## src/rtl/conv1d_multi_filter_engine.sv

```systemverilog
// conv1d_multi_filter_engine: NUM_FILTERS parallel PEs slide FILT_LEN-tap windows over a buffered image.
// Optional CONV_OUT_SAT_EN clamps each emitted result to 2**DATA_W-1.
module conv1d_multi_filter_engine #(
  parameter int NUM_FILTERS = 4,
  parameter int FILT_LEN    = 4,
  parameter int IMG_LEN     = 16,
  parameter int DATA_W      = 8,
  parameter int STRIDE      = 1,
  parameter int ACC_W       = 2*DATA_W + $clog2(FILT_LEN),
  localparam int NUM_OUT    = (IMG_LEN - FILT_LEN) / STRIDE + 1,
  localparam int SEL_W      = (NUM_FILTERS > 1) ? $clog2(NUM_FILTERS) : 1,
  localparam int IDX_W      = (FILT_LEN > 1) ? $clog2(FILT_LEN) : 1,
  localparam int POS_W      = $clog2(NUM_OUT + 1)
) (
  input  logic              clk,
  input  logic              rst,
  input  logic              start,
  input  logic              filt_wr_en,
  input  logic [SEL_W-1:0]  filt_wr_sel,
  input  logic [IDX_W-1:0]  filt_wr_idx,
  input  logic [DATA_W-1:0] filt_wr_data,
  input  logic              img_valid,
  output logic              img_ready,
  input  logic [DATA_W-1:0] img_data,
  output logic              out_valid,
  input  logic              out_ready,
  output logic [SEL_W-1:0]  out_filter,
  output logic [POS_W-1:0]  out_pos,
  output logic [ACC_W-1:0]  out_data,
  output logic              busy,
  output logic              done
);
  localparam int IMG_AW = (IMG_LEN > 1) ? $clog2(IMG_LEN) : 1;
`ifdef CONV_OUT_SAT_EN
  localparam logic [ACC_W-1:0] SAT_MAX = ACC_W'((1 << DATA_W) - 1);
`endif

  // state | meaning
  // IDLE  | waiting for start; coefficient writes accepted
  // LOAD  | accepting IMG_LEN image samples
  // MAC   | FILT_LEN multiply-accumulate cycles for the current window
  // EMIT  | one result beat per filter, held while out_ready is low
  // DONE  | one-cycle completion pulse
  typedef enum logic [2:0] {S_IDLE, S_LOAD, S_MAC, S_EMIT, S_DONE} state_t;

  state_t            state, state_nx;
  logic [DATA_W-1:0] coef [NUM_FILTERS][FILT_LEN];
  logic [DATA_W-1:0] img  [IMG_LEN];
  logic [ACC_W-1:0]  acc  [NUM_FILTERS];
  logic [IMG_AW-1:0] load_idx, base, tap_addr;
  logic [IDX_W-1:0]  tap;
  logic [POS_W-1:0]  pos;
  logic [SEL_W-1:0]  sel;
  logic [DATA_W-1:0] sample;
  logic [ACC_W-1:0]  acc_sel;
  logic              img_fire, load_last, tap_last, emit_fire, sel_last, pos_last, wr_ok;

  assign img_fire  = (state == S_LOAD) && img_valid;
  assign load_last = img_fire && (load_idx == IMG_AW'(IMG_LEN - 1));
  assign tap_last  = (tap == IDX_W'(FILT_LEN - 1));
  assign emit_fire = (state == S_EMIT) && out_ready;
  assign sel_last  = (sel == SEL_W'(NUM_FILTERS - 1));
  assign pos_last  = (pos == POS_W'(NUM_OUT - 1));
  assign wr_ok     = filt_wr_en && (int'(filt_wr_sel) < NUM_FILTERS) && (int'(filt_wr_idx) < FILT_LEN);
  // base tracks pos*STRIDE incrementally, so no multiplier sits in the address path
  assign tap_addr  = base + IMG_AW'(tap);
  assign sample    = img[tap_addr];
  assign acc_sel   = acc[sel];
  assign out_filter = sel;
  assign out_pos    = pos;

  always_ff @(posedge clk) begin
    if (!rst) state <= S_IDLE;
    else      state <= state_nx;
  end

  always_comb begin
    state_nx  = state;
    img_ready = 1'b0;
    out_valid = 1'b0;
    out_data  = '0;
    busy      = 1'b1;
    done      = 1'b0;
    case (state)
      S_IDLE: begin
        busy = 1'b0;
        if (start) state_nx = S_LOAD;
      end
      S_LOAD: begin
        img_ready = 1'b1;
        if (load_last) state_nx = S_MAC;
      end
      S_MAC: if (tap_last) state_nx = S_EMIT;
      S_EMIT: begin
        out_valid = 1'b1;
`ifdef CONV_OUT_SAT_EN
        out_data = (acc_sel > SAT_MAX) ? SAT_MAX : acc_sel;
`else
        out_data = acc_sel;
`endif
        if (emit_fire && sel_last) state_nx = pos_last ? S_DONE : S_MAC;
      end
      S_DONE: begin
        done     = 1'b1;
        state_nx = S_IDLE;
      end
      default: state_nx = S_IDLE;
    endcase
  end

  always_ff @(posedge clk) begin
    if (!rst) begin
      for (int f = 0; f < NUM_FILTERS; f++) begin
        acc[f] <= '0;
        for (int k = 0; k < FILT_LEN; k++) coef[f][k] <= '0;
      end
      for (int i = 0; i < IMG_LEN; i++) img[i] <= '0;
      load_idx <= '0;
      base     <= '0;
      tap      <= '0;
      pos      <= '0;
      sel      <= '0;
    end else begin
      case (state)
        S_IDLE: begin
          if (wr_ok) coef[filt_wr_sel][filt_wr_idx] <= filt_wr_data;
          load_idx <= '0;
          base     <= '0;
          tap      <= '0;
          pos      <= '0;
          sel      <= '0;
        end
        S_LOAD: if (img_fire) begin
          img[load_idx] <= img_data;
          load_idx      <= load_last ? '0 : load_idx + 1'b1;
          if (load_last)
            for (int f = 0; f < NUM_FILTERS; f++) acc[f] <= '0;
        end
        S_MAC: begin
          for (int f = 0; f < NUM_FILTERS; f++)
            acc[f] <= acc[f] + ACC_W'(coef[f][tap]) * ACC_W'(sample);
          tap <= tap_last ? '0 : tap + 1'b1;
          sel <= '0;
        end
        S_EMIT: if (emit_fire) begin
          if (sel_last) begin
            sel <= '0;
            if (!pos_last) begin
              pos  <= pos + 1'b1;
              base <= base + IMG_AW'(STRIDE);
              for (int f = 0; f < NUM_FILTERS; f++) acc[f] <= '0;
            end
          end else begin
            sel <= sel + 1'b1;
          end
        end
        S_DONE: begin
          pos  <= '0;
          base <= '0;
        end
        default: ;
      endcase
    end
  end

endmodule
```

## config.mk

```make
export PLATFORM = sky130hd
export DESIGN_NAME = conv1d_multi_filter_engine
export DESIGN_NICKNAME = d
export VERILOG_FILES = /design/src/rtl/conv1d_multi_filter_engine.sv
export SDC_FILE = /design/constraint.sdc
export NUM_CORES = 1
export LEC_CHECK = 0
export CORE_MARGIN = 1.5
export CORE_UTILIZATION = 45
export DETAILED_ROUTE_END_ITERATION = 6
export GPL_ROUTABILITY_DRIVEN = 0
export PLACE_DENSITY_LB_ADDON = 0.08
export SLEW_MARGIN = 5
export SYNTH_ARGS = -nofsm -noshare
export SYNTH_HDL_FRONTEND = slang
export SYNTH_SLANG_ARGS = --single-unit
```

## constraint.sdc

```tcl
create_clock -name clk -period 7.05 [get_ports clk]
set_input_delay 1.41 -clock clk [delete_from_list [all_inputs] [get_ports clk]]
set_output_delay 1.41 -clock clk [all_outputs]
set_load 0.02 [all_outputs]
```

==> results of run 1 <==
[per-layer routing]
metal	part of all wire [%]	routed length, µm
met5	0	0
met4	2.6	1790
met3	5.1	3530
met2	46	31700
met1	47	32300
[worst max path at each step]
stage / endpoint / slack (ns)
CTS: acc[3][17] / 0.18
finish: acc[2][17] / 0.29
detailed placement: acc[3][17] / 0.17
global route: acc[3][16] / 0.03
floorplan: acc[2][17] / 0.50
global placement: acc[3][17] / 0.30
[critical path: stages (launching register included)]
cell                      delay [ns]
sky130_fd_sc_hd__dfxtp_1        0.35
sky130_fd_sc_hd__ha_2           0.21
sky130_fd_sc_hd__fa_1           0.53
sky130_fd_sc_hd__buf_12         0.24
sky130_fd_sc_hd__mux4_2         0.32
sky130_fd_sc_hd__mux2i_1        0.38
sky130_fd_sc_hd__nand2_1        0.14
sky130_fd_sc_hd__o21ai_2        0.10
sky130_fd_sc_hd__buf_12         0.23
sky130_fd_sc_hd__or2_2          0.16
sky130_fd_sc_hd__fa_1           0.46
sky130_fd_sc_hd__fa_1           0.50
sky130_fd_sc_hd__inv_1          0.05
sky130_fd_sc_hd__fa_1           0.47
sky130_fd_sc_hd__inv_1          0.05
sky130_fd_sc_hd__fa_1           0.47
sky130_fd_sc_hd__inv_1          0.04
sky130_fd_sc_hd__ha_1           0.31
sky130_fd_sc_hd__o21ai_0        0.14
sky130_fd_sc_hd__o21ba_1        0.22
sky130_fd_sc_hd__or4_4          0.49
sky130_fd_sc_hd__a311o_1        0.36
sky130_fd_sc_hd__a31oi_1        0.20
sky130_fd_sc_hd__xnor2_1        0.17
sky130_fd_sc_hd__nor2_2         0.04
[cell families after synthesis]
kind of cell / Yosys count
DFF: 349
AOI/OAI and AO/OA: 259
buffers and inverters: 504
and+or+nand+nor: 835
xor gates and xnor gates: 45
adders and majority gates: 372
muxes: 121
[layout make-up]
cell class	count	area [µm²]	share of cell area [%]
antenna	1	2.50	0.00851
clock buffer	58	1140	3.88
inverter	413	1550	5.27
tap	765	957	3.25
clock inverter	19	264	0.898
multi-input combinational	1632	14600	49.6
timing repair buffer	127	1170	3.97
sequential	349	9730	33.1
[state kept, by name, indices dropped and copies added (netlist names), named ones only]
| signal | cells |
|---|---|
| out_pos | 4 |
| state | 3 |
| coef | 128 |
| load_idx | 4 |
| tap | 2 |
| base | 4 |
| img | 128 |
| acc | 72 |
| out_filter | 2 |
[power groups by stage]
stage / combinational [W] / sequential [W] / clock (W)
2_1_floorplan: 0.00176 / 0.00238 / 0
5_1_grt: 0.00268 / 0.00237 / 0.00238
3_3_place_gp: 0.00232 / 0.00241 / 0
3_5_place_dp: 0.00236 / 0.00241 / 0
6_report: 0.00235 / 0.00236 / 0.00225
4_1_cts: 0.00237 / 0.00237 / 0.00230
[cells in the mapped netlist, types with 17 or more instances]
library cell | n | share of area (%)
sky130_fd_sc_hd__nand2_1 | 176 | 2.5
sky130_fd_sc_hd__nor2b_1 | 34 | 0.81
sky130_fd_sc_hd__mux2i_1 | 31 | 1.2
sky130_fd_sc_hd__nor2_1 | 179 | 2.6
sky130_fd_sc_hd__mux4_2 | 66 | 5.7
sky130_fd_sc_hd__dfxtp_1 | 75 | 5.7
sky130_fd_sc_hd__edfxtp_1 | 274 | 31
sky130_fd_sc_hd__mux2_2 | 24 | 1.0
sky130_fd_sc_hd__fa_1 | 201 | 15
sky130_fd_sc_hd__inv_1 | 411 | 5.9
sky130_fd_sc_hd__nand2b_1 | 39 | 0.93
sky130_fd_sc_hd__nand3_1 | 20 | 0.38
sky130_fd_sc_hd__xor2_1 | 22 | 0.73
sky130_fd_sc_hd__ha_1 | 171 | 8.1
sky130_fd_sc_hd__xnor2_1 | 22 | 0.73
sky130_fd_sc_hd__and2_1 | 301 | 7.2
sky130_fd_sc_hd__nor3_1 | 21 | 0.40
sky130_fd_sc_hd__clkbuf_1 | 46 | 0.66
sky130_fd_sc_hd__buf_2 | 26 | 0.50
sky130_fd_sc_hd__o21ai_0 | 86 | 1.6
sky130_fd_sc_hd__or2_2 | 18 | 0.43
sky130_fd_sc_hd__o21a_1 | 17 | 0.49
sky130_fd_sc_hd__a21oi_1 | 49 | 0.93
[stage by stage]
step / power (W) / utilization (%) / std cells
after global placement: 0.00473 / 48.5 / 3286
after CTS: 0.00704 / 51.0 / 3363
after detailed placement: 0.00477 / 48.5 / 3286
final: 0.00697 / 51.0 / 3364
after global routing: 0.00743 / 51.0 / 3363
after floorplan: 0.00413 / - / 2485
[timing repair]
action / CTS / global route
endpoints found under the hold margin: 0 / 0
resized for setup: 0 / 5
endpoints found under the setup margin: 0 / 3
setup buffers: 0 / 0
[placed cells by master, fill, tap and decap left out, drive strengths merged, types with 19 or more instances in the layout]
cell type      count
or2               19
o21ai            101
clkdlybuf4s50     52
nor2             181
buf               75
nand3             20
nand2b            39
a21oi             49
nand2            176
inv              415
nor3              22
and2             301
mux4              66
nor2b             34
edfxtp           274
mux2              24
xnor2             23
xor2              22
clkbuf            58
dfxtp             75
fa               201
mux2i             31
ha               171
==> results.json, run 1 <==
{
  "hold_crit_endpoint": "acc[2][13]",
  "postPlaceCellArea_mm2": 0.0280,
  "share_of_cells_above_drive_strength_1_pct": 10.4,
  "critical_path.reg2reg.startpoint": "base[0]",
  "route.detailed.drc": 0,
  "post_layout_net_count": 2963,
  "combinationalPowerShare_pct": 33.7,
  "post-route-cell-area_mm2": 0.0294,
  "synth-edff-count": 274,
  "dieHeight_um": 245,
  "ys_ff_latch": 349,
  "worst_max_slew_pin_slew_ns": 1.04,
  "clock_tree.htree_level_count": 2,
  "cts_inserted_buffers": 42,
  "worst_path_setup_slack_after_routing_ns": 0.293,
  "globalRouteMet3Util_pct": 3.80,
  "grt_met2_use_pct": 38.3,
  "crit_path_start": "base[0]",
  "timing.rr.end": "acc[2][17]",
  "post-route-period-util_pct": 95.8,
  "cp_class": "flip-flop to flip-flop",
  "synth_warnings": 0,
  "antenna_found_initial": 0,
  "required_worst_endpoint_ns": 7.51,
  "grt_first_pass_wirelength_mm": 108,
  "status": "finished, final reports clean",
  "synth_fp_nets": 2883,
  "buffer_ports.inserted": 53,
  "tritoncts_num_sinks": 349,
  "synth_simple_gate_area_share_pct": 16.4,
  "detail_route.first_pass.iterations": 5,
  "rrSetupSlack_ns": 0.29,
  "min_delay_path_depth": 2,
  "initial_drt_markers": 1151,
  "synth_cell_types": 74,
  "sw_frac_of_total_pct": 34.1,
  "setup_viol_count_final": 0,
  "clock_pin_slew_on_the_worst_setup_and_hold_paths_ns": 0.07,
  "power.static_leakage_nw": 12.8,
  "synth_flop_cell": "sky130_fd_sc_hd__edfxtp_1",
  "share_clk_of_total_power_pct": 32.4,
  "cellPowerDensity_mw_per_mm2": 237,
  "synthToLayoutAreaGrowth_pct": 11.9,
  "met1_usage_pct": 33.6,
  "grtUsageTotal_pct": 23.8,
  "final.setup.tns_ns": 0,
  "adder_cell_fraction_of_synth_area_pct": 23.5,
  "switching_power_w": 0.00237,
  "async_flop_share_pct": 0,
  "core_area_mm2": 0.0577,
  "netlist_area_mm2": 0.0263,
  "first_global_vias": 18500,
  "area_enclosed_by_the_die_boundary_mm2": 0.0599,
  "arrival_ns": 7.22,
  "cell_internal_pwr_w": 0.00459,
  "seqPwrFrac_pct": 33.9,
  "detail-route-antenna-nets": 0,
  "worst_hold_startpoint": "acc[2][13]",
  "worst_clock_skew_ns": 0.0232,
  "achievable-frequency_mhz": 148,
  "synth.mux.area_fraction_pct": 7.87,
  "ff2ff_path_depth": 24,
  "timing.critical_path.fanout_max": 32,
  "clk_latency_ns": 0.58,
  "synth.yosys.seq_area_share_pct": 37.0,
  "floorplan.die.width_um": 245,
  "post_synthesis_instance_total": 2485,
  "grt_max_degree": 61,
  "clock_tree_from_tritoncts": "built",
  "finalHoldViolations": 0,
  "placement.setup.worst_slack_ns": 0.171,
  "cts.hold.buffers_added": 0,
  "num-fill-cells": 5284,
  "synthXorXnorAreaFrac_pct": 1.53,
  "wl_per_cell_um": 20.6,
  "dpl.hpwl_mm": 51.4,
  "floorplan.initialDensity_pct": 45.5,
  "unrepaired_setup_endpoints_after_global_routing": "no",
  "std_cell_rows": 88,
  "holdCritPathClass": "flip-flop to flip-flop",
  "slew-limit-headroom_pct": 30.3,
  "max_cap_violation_count": 0,
  "final.min_clock_period_ns": 6.76,
  "worstSetupEndpointType": "flip-flop",
  "final_max_slew_viol_count": 0,
  "holdWs_ns": 0.491,
  "maximum_number_of_buffers_from_clock_root_to_sink": 3,
  "worst_setup_path_start_kind": "flip-flop",
  "vdd.ir_drop.worst_uv": 184,
  "postRouteWirelength_mm": 69.3,
  "grt_busiest_layer": "met2",
  "synth_top_family_by_area": "adder cells",
  "viasPerCell": 5.25,
  "grt_remaining_overflow": 0,
  "syn-mean-instance-area_um2": 10.6,
  "synth_compound_gate_area_share_pct": 6.10,
  "ios": 54,
  "vias": 17700,
  "root_buffer": "sky130_fd_sc_hd__clkbuf_16"
}
Power figures use the tool's default switching activity.
==> run 2, diff against run 1 <==
- CTS_CLUSTER_DIAMETER: default -> 30
- PLACE_DENSITY_LB_ADDON: 0.08 -> 0.05
==> results.json, run 2 (synthesis results as in run 1) <==
{
  "status": "finished, final reports clean",
  "clock_pin_slew_on_the_worst_setup_and_hold_paths_ns": 0.04,
  "detail-route-antenna-nets": 0,
  "cell_internal_pwr_w": 0.00620,
  "sw_frac_of_total_pct": 30.8,
  "detail_route.first_pass.iterations": 5,
  "reg.largest.list": "coef (128), img (128), acc (72)",
  "vdd.ir_drop.worst_uv": 264,
  "grt_max_degree": 61,
  "wl_per_cell_um": 20.6,
  "final_max_slew_viol_count": 0,
  "finalHoldViolations": 0,
  "required_worst_endpoint_ns": 7.40,
  "cellPowerDensity_mw_per_mm2": 287,
  "num-fill-cells": 5185,
  "slew-limit-headroom_pct": 17.8,
  "post_layout_net_count": 3019,
  "worst_clock_skew_ns": 0.0321,
  "clock_tree.htree_level_count": 3,
  "share_clk_of_total_power_pct": 46.9,
  "floorplan.die.width_um": 245,
  "post-route-period-util_pct": 96.0,
  "final.setup.tns_ns": 0,
  "worst_max_slew_pin_slew_ns": 1.22,
  "worst_path_setup_slack_after_routing_ns": 0.284,
  "floorplan.initialDensity_pct": 45.5,
  "setup_viol_count_final": 0,
  "synthToLayoutAreaGrowth_pct": 18.7,
  "viasPerCell": 5.23,
  "power.static_leakage_nw": 13.7,
  "grt_first_pass_wirelength_mm": 111,
  "ios": 54,
  "final.min_clock_period_ns": 6.77,
  "share_of_cells_above_drive_strength_1_pct": 13.1,
  "buffer_ports.inserted": 53,
  "dieHeight_um": 245,
  "achievable-frequency_mhz": 148,
  "timing.critical_path.fanout_max": 32,
  "std_cell_rows": 88,
  "clk_latency_ns": 0.64,
  "combinationalPowerShare_pct": 26.6,
  "cp_class": "flip-flop to flip-flop",
  "max_cap_violation_count": 0,
  "placement.setup.worst_slack_ns": 0.0139,
  "worst_setup_path_start_kind": "flip-flop",
  "multi_input_comb_area_mm2": 0.0146,
  "root_buffer": "sky130_fd_sc_hd__clkbuf_16",
  "grt_remaining_overflow": 0,
  "maximum_number_of_buffers_from_clock_root_to_sink": 3,
  "clock_tree_from_tritoncts": "built",
  "worstSetupEndpointType": "flip-flop",
  "finish.utilization_pct": 54.0,
  "holdCritPathClass": "flip-flop to flip-flop",
  "tritoncts_num_sinks": 349,
  "rrSetupSlack_ns": 0.28,
  "area_enclosed_by_the_die_boundary_mm2": 0.0599,
  "mostFrequentLayoutCell": "sky130_fd_sc_hd__inv_1",
  "postRouteWirelength_mm": 71.2,
  "grtUsageTotal_pct": 24.6,
  "first_global_vias": 18900,
  "antenna_found_initial": 1,
  "seqPwrFrac_pct": 26.5,
  "cts_inserted_buffers": 96,
  "most-common-layout-cells": "sky130_fd_sc_hd__inv_1, sky130_fd_sc_hd__and2_1, sky130_fd_sc_hd__edfxtp_1, sky130_fd_sc_hd__fa_1, sky130_fd_sc_hd__nor2_1",
  "dpl.hpwl_mm": 51.9,
  "initial_drt_markers": 1198,
  "core_area_mm2": 0.0577,
  "arrival_ns": 7.11,
  "route.detailed.drc": 0,
  "unrepaired_setup_endpoints_after_global_routing": "no",
  "switching_power_w": 0.00276,
  "seq_area_mm2": 0.00973,
  "totalPowerFinal_w": 0.00896,
  "vias": 18100
}
[run 2: cell types whose count changed in the layout (fill, tap and decap cells not counted), sizes merged]
cell / previous run / this run
clkbuf: 58 / 126
clkinvlp: 1 / 3
buf: 75 / 77
inv: 415 / 414
bufinv: 5 / 8
clkinv: 11 / 31
[run 2: repair_timing]
item | CTS | global route
hold buffers | 0 | 0
resized for setup | 1 | 3
cloned | 0 | 0
endpoints found under the hold margin | 0 | 0
pin swaps | 0 | 1
endpoints found under the setup margin | 1 | 2
buffers inserted | 0 | 6
[run 2: power groups by stage]
| stage | combinational, W | clock [W] | sequential (W) |
|---|---|---|---|
| finish | 0.00239 | 0.00420 | 0.00238 |
| global route | 0.00273 | 0.00438 | 0.00238 |
| CTS | 0.00238 | 0.00427 | 0.00238 |
| detailed placement | 0.00237 | 0 | 0.00241 |
| global placement | 0.00233 | 0 | 0.00241 |
| floorplan | 0.00176 | 0 | 0.00238 |
[run 2: worst paths after layout]
path,from,to,depth (start not counted)
setup reg to reg,base[0],acc[3][16],22
hold / removal,acc[1][17],acc[1][17],1
hold reg to reg,acc[1][17],acc[1][17],1
setup / recovery,base[0],acc[3][16],22
[run 2: final cells by class]
class	count	area share, %
Multi-Input combinational cell	1632	46.8
Sequential cell	349	31.2
Clock buffer	126	8.58
Inverter	413	4.97
Timing Repair Buffer	129	3.72
Tap cell	765	3.07
Clock inverter	43	1.60
Antenna cell	1	0.00803
[run 2: routing by layer]
metal	GRT usage [%]	vias to the layer above	wire length [µm]
li1	-	8482	-
met1	34.0	8993	32800
met2	38.6	490	32400
met3	4.46	117	3670
met4	9.08	0	2340
met5	0	-	0
[run 2: critical path, stage by stage (launching register included)]
cell                       delay, ns
sky130_fd_sc_hd__dfxtp_1        0.35
sky130_fd_sc_hd__ha_2           0.21
sky130_fd_sc_hd__fa_1           0.53
sky130_fd_sc_hd__buf_12         0.23
sky130_fd_sc_hd__mux4_2         0.34
sky130_fd_sc_hd__mux2_2         0.32
sky130_fd_sc_hd__o21a_1         0.37
sky130_fd_sc_hd__and2_1         0.25
sky130_fd_sc_hd__fa_1           0.49
sky130_fd_sc_hd__inv_1          0.06
sky130_fd_sc_hd__fa_1           0.52
sky130_fd_sc_hd__inv_1          0.05
sky130_fd_sc_hd__fa_1           0.48
sky130_fd_sc_hd__inv_1          0.05
sky130_fd_sc_hd__fa_1           0.47
sky130_fd_sc_hd__inv_1          0.04
sky130_fd_sc_hd__ha_1           0.23
sky130_fd_sc_hd__or4_1          0.52
sky130_fd_sc_hd__a21oi_1        0.23
sky130_fd_sc_hd__nor2_1         0.14
sky130_fd_sc_hd__a311oi_1       0.36
sky130_fd_sc_hd__xor2_1         0.17
sky130_fd_sc_hd__nor2_1         0.05
[run 2: stage by stage]
stage / cell area [µm²] / hold WS, ns / instances
6_report: 31200 / 0.471 / 3458
5_1_grt: 31200 / 0.499 / 3457
4_1_cts: 31100 / 0.476 / 3451
3_5_place_dp: 27900 / 0.466 / 3282
3_3_place_gp: 27900 / 0.457 / 3282
2_1_floorplan: 26300 / 0.433 / 2485
==> run 3, diff against run 2 <==
- CTS_BUF_LIST: default -> sky130_fd_sc_hd__clkbuf_8 sky130_fd_sc_hd__clkbuf_16
==> results.json, run 3 (synthesis results as in run 1) <==
{
  "setup_viol_count_final": 0,
  "std_cell_rows": 88,
  "grt_max_degree": 61,
  "holdCritPathClass": "flip-flop to flip-flop",
  "detail_route.first_pass.iterations": 5,
  "layout.cells.non_filler": 3457,
  "power.static_leakage_nw": 13.8,
  "achievable-frequency_mhz": 147,
  "mostFrequentLayoutCell": "sky130_fd_sc_hd__inv_1",
  "area_enclosed_by_the_die_boundary_mm2": 0.0599,
  "num-fill-cells": 5185,
  "required_worst_endpoint_ns": 7.40,
  "ios": 54,
  "max_cap_violation_count": 0,
  "vias": 18000,
  "arrival_ns": 7.13,
  "clk_latency_ns": 0.64,
  "synthToLayoutAreaGrowth_pct": 18.6,
  "postRouteWirelength_mm": 71.2,
  "maximum_number_of_buffers_from_clock_root_to_sink": 3,
  "clock_pin_slew_on_the_worst_setup_and_hold_paths_ns": 0.04,
  "worst_clock_skew_ns": 0.0316,
  "insertedDiodeCount": 0,
  "finalHoldViolations": 0,
  "grt_remaining_overflow": 0,
  "route.detailed.drc": 0,
  "final_max_slew_viol_count": 0,
  "numPlacedInstances": 3282,
  "final.setup.tns_ns": 0,
  "most-common-layout-cells": "sky130_fd_sc_hd__inv_1, sky130_fd_sc_hd__and2_1, sky130_fd_sc_hd__edfxtp_1, sky130_fd_sc_hd__fa_1, sky130_fd_sc_hd__nor2_1",
  "worst_hold_startpoint": "acc[1][17]",
  "floorplan.die.width_um": 245,
  "post-route-period-util_pct": 96.2,
  "dpl.hpwl_mm": 51.9,
  "floorplan.initialDensity_pct": 45.5,
  "slew-limit-headroom_pct": 17.7,
  "share_of_cells_above_drive_strength_1_pct": 13.1,
  "grtUsageTotal_pct": 24.6,
  "post_layout_net_count": 3019,
  "tritoncts_num_sinks": 349,
  "clock_tree_from_tritoncts": "built",
  "wl_per_cell_um": 20.6,
  "core_area_mm2": 0.0577,
  "antenna_found_initial": 1,
  "reg.largest.list": "coef (128), img (128), acc (72)",
  "final.min_clock_period_ns": 6.78,
  "grt_first_pass_wirelength_mm": 111,
  "dieHeight_um": 245,
  "buffer_ports.inserted": 53,
  "detail-route-antenna-nets": 0,
  "cellPowerDensity_mw_per_mm2": 287,
  "vdd.ir_drop.worst_uv": 264,
  "initial_drt_markers": 1236,
  "worst_max_slew_pin_slew_ns": 1.22,
  "cp_class": "flip-flop to flip-flop",
  "worst_setup_path_start_kind": "flip-flop",
  "root_buffer": "sky130_fd_sc_hd__clkbuf_16",
  "cts_inserted_buffers": 96,
  "clock_tree.htree_level_count": 3,
  "first_global_vias": 18900,
  "cts.hold.buffers_added": 0,
  "status": "finished, final reports clean",
  "viasPerCell": 5.22,
  "crit_path_start": "base[0]",
  "unrepaired_setup_endpoints_after_global_routing": "no",
  "timing.critical_path.fanout_max": 32,
  "worstSetupEndpointType": "flip-flop",
  "critical_path.reg2reg.startpoint": "base[0]"
}
run 3: cell count changes in the layout (fill, tap and decap cells not counted):
| cell | before | now |
|---|---|---|
| sky130_fd_sc_hd__diode_2 | 1 | 0 |
| sky130_fd_sc_hd__clkbuf_1 | 15 | 0 |
| sky130_fd_sc_hd__inv_1 | 411 | 426 |
run 3: final cells by class:
| cell class | instances | area (µm²) | area share (%) |
|---|---|---|---|
| clock buffer | 111 | 2620 | 8.40 |
| clock inverter | 58 | 554 | 1.78 |
| inverter | 413 | 1550 | 4.97 |
| multi-input combinational | 1632 | 14600 | 46.8 |
| sequential | 349 | 9730 | 31.2 |
| tap | 765 | 957 | 3.07 |
| timing repair buffer | 129 | 1160 | 3.72 |
run 3: per-layer routing:
metal | vias up | routed length [µm] | track usage, %
met5 | - | 0 | 0
met4 | 0 | 2390 | 9.08
met3 | 119 | 3590 | 4.46
met2 | 471 | 32400 | 38.6
met1 | 8962 | 32900 | 34.0
li1 | 8486 | - | -
run 3: what timing repair did:
item / 4_1_cts / 5_1_grt
pin swaps: 0 / 1
setup endpoints to repair: 1 / 2
setup buffers: 0 / 6
gates resized for setup: 1 / 3
run 3: critical path, stage by stage (launching register included):
cell                       delay, ns
sky130_fd_sc_hd__dfxtp_1        0.35
sky130_fd_sc_hd__ha_2           0.21
sky130_fd_sc_hd__fa_1           0.53
sky130_fd_sc_hd__buf_12         0.23
sky130_fd_sc_hd__mux4_2         0.34
sky130_fd_sc_hd__mux2_2         0.32
sky130_fd_sc_hd__o21a_1         0.37
sky130_fd_sc_hd__and2_1         0.25
sky130_fd_sc_hd__fa_1           0.49
sky130_fd_sc_hd__inv_1          0.06
sky130_fd_sc_hd__fa_1           0.52
sky130_fd_sc_hd__inv_1          0.05
sky130_fd_sc_hd__fa_1           0.48
sky130_fd_sc_hd__inv_1          0.05
sky130_fd_sc_hd__fa_1           0.47
sky130_fd_sc_hd__inv_1          0.04
sky130_fd_sc_hd__ha_1           0.23
sky130_fd_sc_hd__or4_1          0.52
sky130_fd_sc_hd__a21oi_1        0.23
sky130_fd_sc_hd__nor2_1         0.14
sky130_fd_sc_hd__a311oi_1       0.37
sky130_fd_sc_hd__xor2_1         0.17
sky130_fd_sc_hd__nor2_1         0.05
run 3: path summary, 6_finish.rpt:
kind                 to  slack (ns)  depth (start not counted)
max          acc[3][16]        0.27                         22
min reg2reg  acc[1][17]        0.48                          1
min          acc[1][17]        0.48                          1
max reg2reg  acc[3][16]        0.27                         22
run 3: per-stage QoR:
step | utilization, % | total power, W | area (µm²) | setup WS [ns] | hold slack (ns)
final | 54.0 | 0.00895 | 31200 | 0.267 | 0.477
after global routing | 54.0 | 0.00947 | 31200 | 0.00863 | 0.499
after CTS | 53.9 | 0.00901 | 31100 | 0.241 | 0.476
after detailed placement | 48.4 | 0.00478 | 27900 | 0.0139 | 0.466
after global placement | 48.4 | 0.00474 | 27900 | 0.124 | 0.457
after floorplan | - | 0.00413 | 26300 | 0.498 | 0.433
run 3: power by group:
group / total (W) / switching (W) / internal (W) / leakage [nW]
combinational: 0.00239 / 0.00142 / 0.000971 / 8.70
sequential: 0.00238 / 0.0000595 / 0.00232 / 3.44
clock: 0.00419 / 0.00129 / 0.00289 / 1.61
